### src/rtl/pattern_led_ctrl.sv
// LED pattern controller: thermometer base from switches, debounced
// button presses latch a display mode, registered LED output.
module pattern_led_ctrl #(
  parameter int LED_W        = 4,
  parameter int SW_W         = 2,
  parameter int DEBOUNCE_CYC = 16,
  parameter int STEP_DIV     = 8,
  parameter int SHIFT        = 2
) (
  input  logic             clk_125,
  input  logic             rst,
  input  logic [SW_W-1:0]  sw,
  input  logic [3:0]       btn,
  output logic [LED_W-1:0] led,
  output logic [1:0]       mode
);

  localparam int CW = $clog2(DEBOUNCE_CYC);
  localparam int DW = (STEP_DIV > 1) ? $clog2(STEP_DIV) : 1;
  localparam int PW = $clog2(LED_W);

  localparam logic [CW-1:0] CNT_MAX = CW'(DEBOUNCE_CYC - 1);
  localparam logic [DW-1:0] DIV_MAX = DW'(STEP_DIV - 1);
  localparam logic [PW-1:0] PH_MAX  = PW'(LED_W - 1);

  logic [3:0]    s1, s2;
  logic [3:0]    db, db_q;
  logic [3:0]    rise;
  logic [CW-1:0] cnt [4];

  logic [1:0]       pick;
  logic [DW-1:0]    div;
  logic [PW-1:0]    phase;
  logic [LED_W-1:0] base;
  logic [LED_W-1:0] rot;
  logic [LED_W-1:0] xf;
  int               fill;

  always_ff @(posedge clk_125) begin
    if (rst) begin
      s1   <= '0;
      s2   <= '0;
      db   <= '0;
      db_q <= '0;
      for (int i = 0; i < 4; i++) cnt[i] <= '0;
    end else begin
      s1   <= btn;
      s2   <= s1;
      db_q <= db;
      for (int i = 0; i < 4; i++) begin
        if (s2[i] == db[i]) begin
          cnt[i] <= '0;
        end else if (cnt[i] == CNT_MAX) begin
          db[i]  <= s2[i];
          cnt[i] <= '0;
        end else begin
          cnt[i] <= cnt[i] + CW'(1);
        end
      end
    end
  end

  assign rise = db & ~db_q;

  // Highest-numbered press wins when several land together.
  always_comb begin
    pick = mode;
    priority case (1'b1)
      rise[3]: pick = 2'd3;
      rise[2]: pick = 2'd2;
      rise[1]: pick = 2'd1;
      rise[0]: pick = 2'd0;
      default: pick = mode;
    endcase
  end

  always_ff @(posedge clk_125) begin
    if (rst) begin
      mode <= 2'd0;
    end else if (|rise) begin
      mode <= pick;
    end
  end

  always_ff @(posedge clk_125) begin
    if (rst) begin
      div   <= '0;
      phase <= '0;
    end else if (rise[2]) begin
      div   <= '0;
      phase <= '0;
    end else if (mode == 2'd2) begin
      if (div == DIV_MAX) begin
        div   <= '0;
        phase <= (phase == PH_MAX) ? '0 : phase + PW'(1);
      end else begin
        div <= div + DW'(1);
      end
    end
  end

  always_comb begin
    fill = (int'(sw) + 1 < LED_W) ? int'(sw) + 1 : LED_W;
    base = LED_W'(((LED_W+1)'(1) << fill) - (LED_W+1)'(1));
    rot  = LED_W'(({base, base} << phase) >> LED_W);
    xf   = base;
    unique case (mode)
      2'd0: xf = base;
      2'd1: xf = base >> SHIFT;
      2'd2: xf = rot;
      2'd3: xf = ~base;
    endcase
  end

  always_ff @(posedge clk_125) begin
    if (rst) begin
      led <= '0;
    end else begin
      led <= xf;
    end
  end

endmodule

### config.mk
export PLATFORM = sky130hd
export DESIGN_NAME = pattern_led_ctrl
export DESIGN_NICKNAME = d
export VERILOG_FILES = /design/src/rtl/pattern_led_ctrl.sv
export SDC_FILE = /design/constraint.sdc
export NUM_CORES = 1
export LEC_CHECK = 0
export ABC_AREA = 1
export CAP_MARGIN = 15
export CORE_MARGIN = 4
export CORE_UTILIZATION = 61
export DETAILED_ROUTE_END_ITERATION = 10
export PLACE_DENSITY = 0.93
export SLEW_MARGIN = 5
export SYNTH_ARGS = -nofsm -noshare
export SYNTH_HDL_FRONTEND = slang
export SYNTH_SLANG_ARGS = --single-unit
### constraint.sdc
create_clock -name clk_125 -period 2.1 [get_ports clk_125]
set_input_delay 0.315 -clock clk_125 [delete_from_list [all_inputs] [get_ports clk_125]]
set_output_delay 0.315 -clock clk_125 [all_outputs]
set_load 0.05 [all_outputs]
==> results.json <==
{
  "die_h_um": 62.7,
  "grtUsageTotal_pct": 17.3,
  "fillCellCount": 221,
  "port_buffers": 13,
  "hold_viol": 0,
  "grt_pass1_wl_um": 5320,
  "end_kind": "output port",
  "grt_max_degree": 13,
  "hold_class": "reg2reg",
  "hold_depth": 2,
  "synth_cells": 202,
  "timing.final.crit_share_pct": 91.6,
  "crit_path_max_fanout": 5,
  "rsz0062_at_grt": "false",
  "finalPower_mw": 1.52,
  "cpLargestDelayFamily": "buffers and inverters",
  "dr.pass1.iters": 4,
  "finalClockSkew_ns": 0.00870,
  "synth_cell_types": 24,
  "n_antenna_cell": 0,
  "root_buffer": "clkbuf_4",
  "post-place-ws_ns": 0.406,
  "synth_area_leaders": "dfxtp_1 (30%), edfxtp_1 (26%), nor2_1 (8.0%), nand2_1 (5.3%), inv_1 (5.1%)",
  "r2r-end": "cnt[3][2]",
  "totalWireLength_um": 2870,
  "ant_nets": 0,
  "synth_area_sq_um": 1830,
  "coreArea_sq_um": 2810,
  "holdPathEnd": "s2[0]",
  "start_kind": "flop",
  "ir_worst_vdd_mv": 0.513,
  "post_cts_buffers": 0,
  "cts_sinks": 43,
  "std_cell_rows": 19,
  "reg2reg_depth": 6,
  "yosysTopAreaCell": "dfxtp_1",
  "critPathKind": "reg2out",
  "min_from": "s1[0]",
  "ctsHoldBuffers": 0,
  "layout-drive-gt1-share_pct": 5.88,
  "worstPathRequired_ns": 1.78,
  "timing.critical_path.from": "mode[1]",
  "dieWidth_um": 62.7,
  "leakagePower_nw": 0.919,
  "setup_tns_ns": 0,
  "grt-ovfl-total": 0,
  "cap_violations": 0,
  "post-route-drc-count": 0,
  "die-area_sq_um": 3930,
  "max_freq_ghz": 0.520,
  "cp.depth": 1,
  "routed-via-count": 1360,
  "synth.top_cell.area_share_pct": 29.6,
  "cp_slowest_stage_delay_ns": 0.83,
  "avgRoutedWirePerCell_um": 10.7,
  "io_pins": 14,
  "cts_buffers": 5,
  "pwr_density_cell_nw_per_um2": 711,
  "timing.final.ws_setup_ns": 0.177,
  "gp_congestion": 0.841,
  "final_core_util_pct": 76.1,
  "grt_pass1_vias": 1323,
  "r2r_slack_ns": 0.75,
  "path_cells": "clkdlybuf4s50_1",
  "ys_seq_area_share_pct": 55.9,
  "arrival_ns": 1.61,
  "cts_tree": "done",
  "drt_iter0_markers": 98,
  "tightest_slew_ns": 0.498,
  "clockBufferDepth": 2,
  "hpwl_um": 2260,
  "yosysWarnings": 0,
  "setup_viol": 0,
  "outcome": "completed",
  "start_util_pct": 65.1,
  "slowest_stage": "clkdlybuf4s50_1",
  "vias_per_cell": 5.06,
  "syn_to_final_growth_pct": 16.9,
  "path_buf_inv": 1,
  "clk_pin_slew_worst_paths_ns": 0.11,
  "fin_crit_ns": 1.92,
  "clkLatencyLatePin_ns": 0.35,
  "final_nets": 253,
  "cts_max_level": 2,
  "ctsResizeCount": 0,
  "synth-seq-cells": 43,
  "r2r-start": "cnt[3][0]",
  "syn_avg_cell_area_sq_um": 9.04,
  "antenna_found_initial": 0,
  "slew_headroom_pct": 66.7,
  "slew_viol_final": 0
}
[sequential cells by signal (all words and copies together) (netlist names)]
signal  count
cnt        16
db          4
db_q        4
led         4
s1          4
s2          4
div         3
mode        2
phase       2
[stage by stage]
step	hold slack, ns	instance area (sq um)	instances
floorplan	0.388	1880	217
global placement	0.390	2060	262
detailed placement	0.400	2060	262
CTS	0.418	2130	269
global route	0.444	2130	269
finish	0.415	2130	269
[where the power goes]
group | switching (mW) | leakage [nW] | internal [mW]
Combinational | 0.0771 | 0.496 | 0.0493
Sequential | 0.0161 | 0.385 | 0.893
Clock | 0.237 | 0.0383 | 0.245
Total | 0.330 | 0.919 | 1.19
[cells in the mapped netlist]
cell      number
o22ai_1        1
buf_2          2
nand2_1       26
o21ai_0        5
inv_2          1
inv_1         25
o211ai_1       3
a31oi_1        1
o21ai_1        1
a211oi_1       2
nor2_1        39
dfxtp_1       27
xor2_1         5
or2_2          1
a21oi_2        1
edfxtp_1      16
nand3_1       18
xnor2_1        3
nand2_4        1
conb_1         1
nor3_1         1
a21oi_1       14
ha_1           7
nor2_8         1
[placed cells by master (no fill, tap or decap), types with 5 or more instances in the layout]
cell type and instances:
nor2_1 39, dfxtp_1 27, a21oi_1 14, clkbuf_4 5, edfxtp_1 16, nand2_1 26, o21ai_0 5, ha_1 7
inv_1 25, nand3_1 18, conb_1 16, clkdlybuf4s50_1 13, xor2_1 5
[metal layers]
layer	GRT usage [%]	part of all wire [%]	wire, um	vias to the layer above
li1	-	-	-	714
met1	19.4	43	1230	598
met2	29.2	49	1400	40
met3	6.83	6.0	172	8
met4	7.44	2.2	63	0
met5	0	0	0	-
[tightest hold or removal path, stage by stage, from the launching register on]
cell	delay, ns
dfxtp_1	0.31
inv_1	0.04
nor2_1	0.03
[cells by family after synthesis]
group	after synthesis	synth area share (%)
AOI/OAI and AO/OA	28	8.70
xor gates and xnor gates	8	3.84
adders and majority gates	7	4.80
buffers and inverters	28	5.89
DFF	43	55.9
other	1	0.205
and+or+nand+nor	87	20.6
[cell type report]
cell class                      instances  area, sq um  area share [%]
Sequential cell                        43         1020            47.8
Multi-Input combinational cell        146          753            35.3
Timing Repair Buffer                   16          153            7.15
Inverter                               26         97.6            4.57
Clock buffer                            6         41.3            1.93
Tap cell                               31         38.8            1.82
Clock inverter                          1         30.0            1.41
[how the worst max path moves through the flow]
stage	to	slack [ns]
6_report	mode[1]	0.18
5_1_grt	mode[1]	0.11
4_1_cts	mode[1]	0.17
3_5_place_dp	cnt[3][2]	0.41
3_3_place_gp	cnt[3][2]	0.46
2_1_floorplan	led[1]	0.72
(Power assumes the default switching activity.)
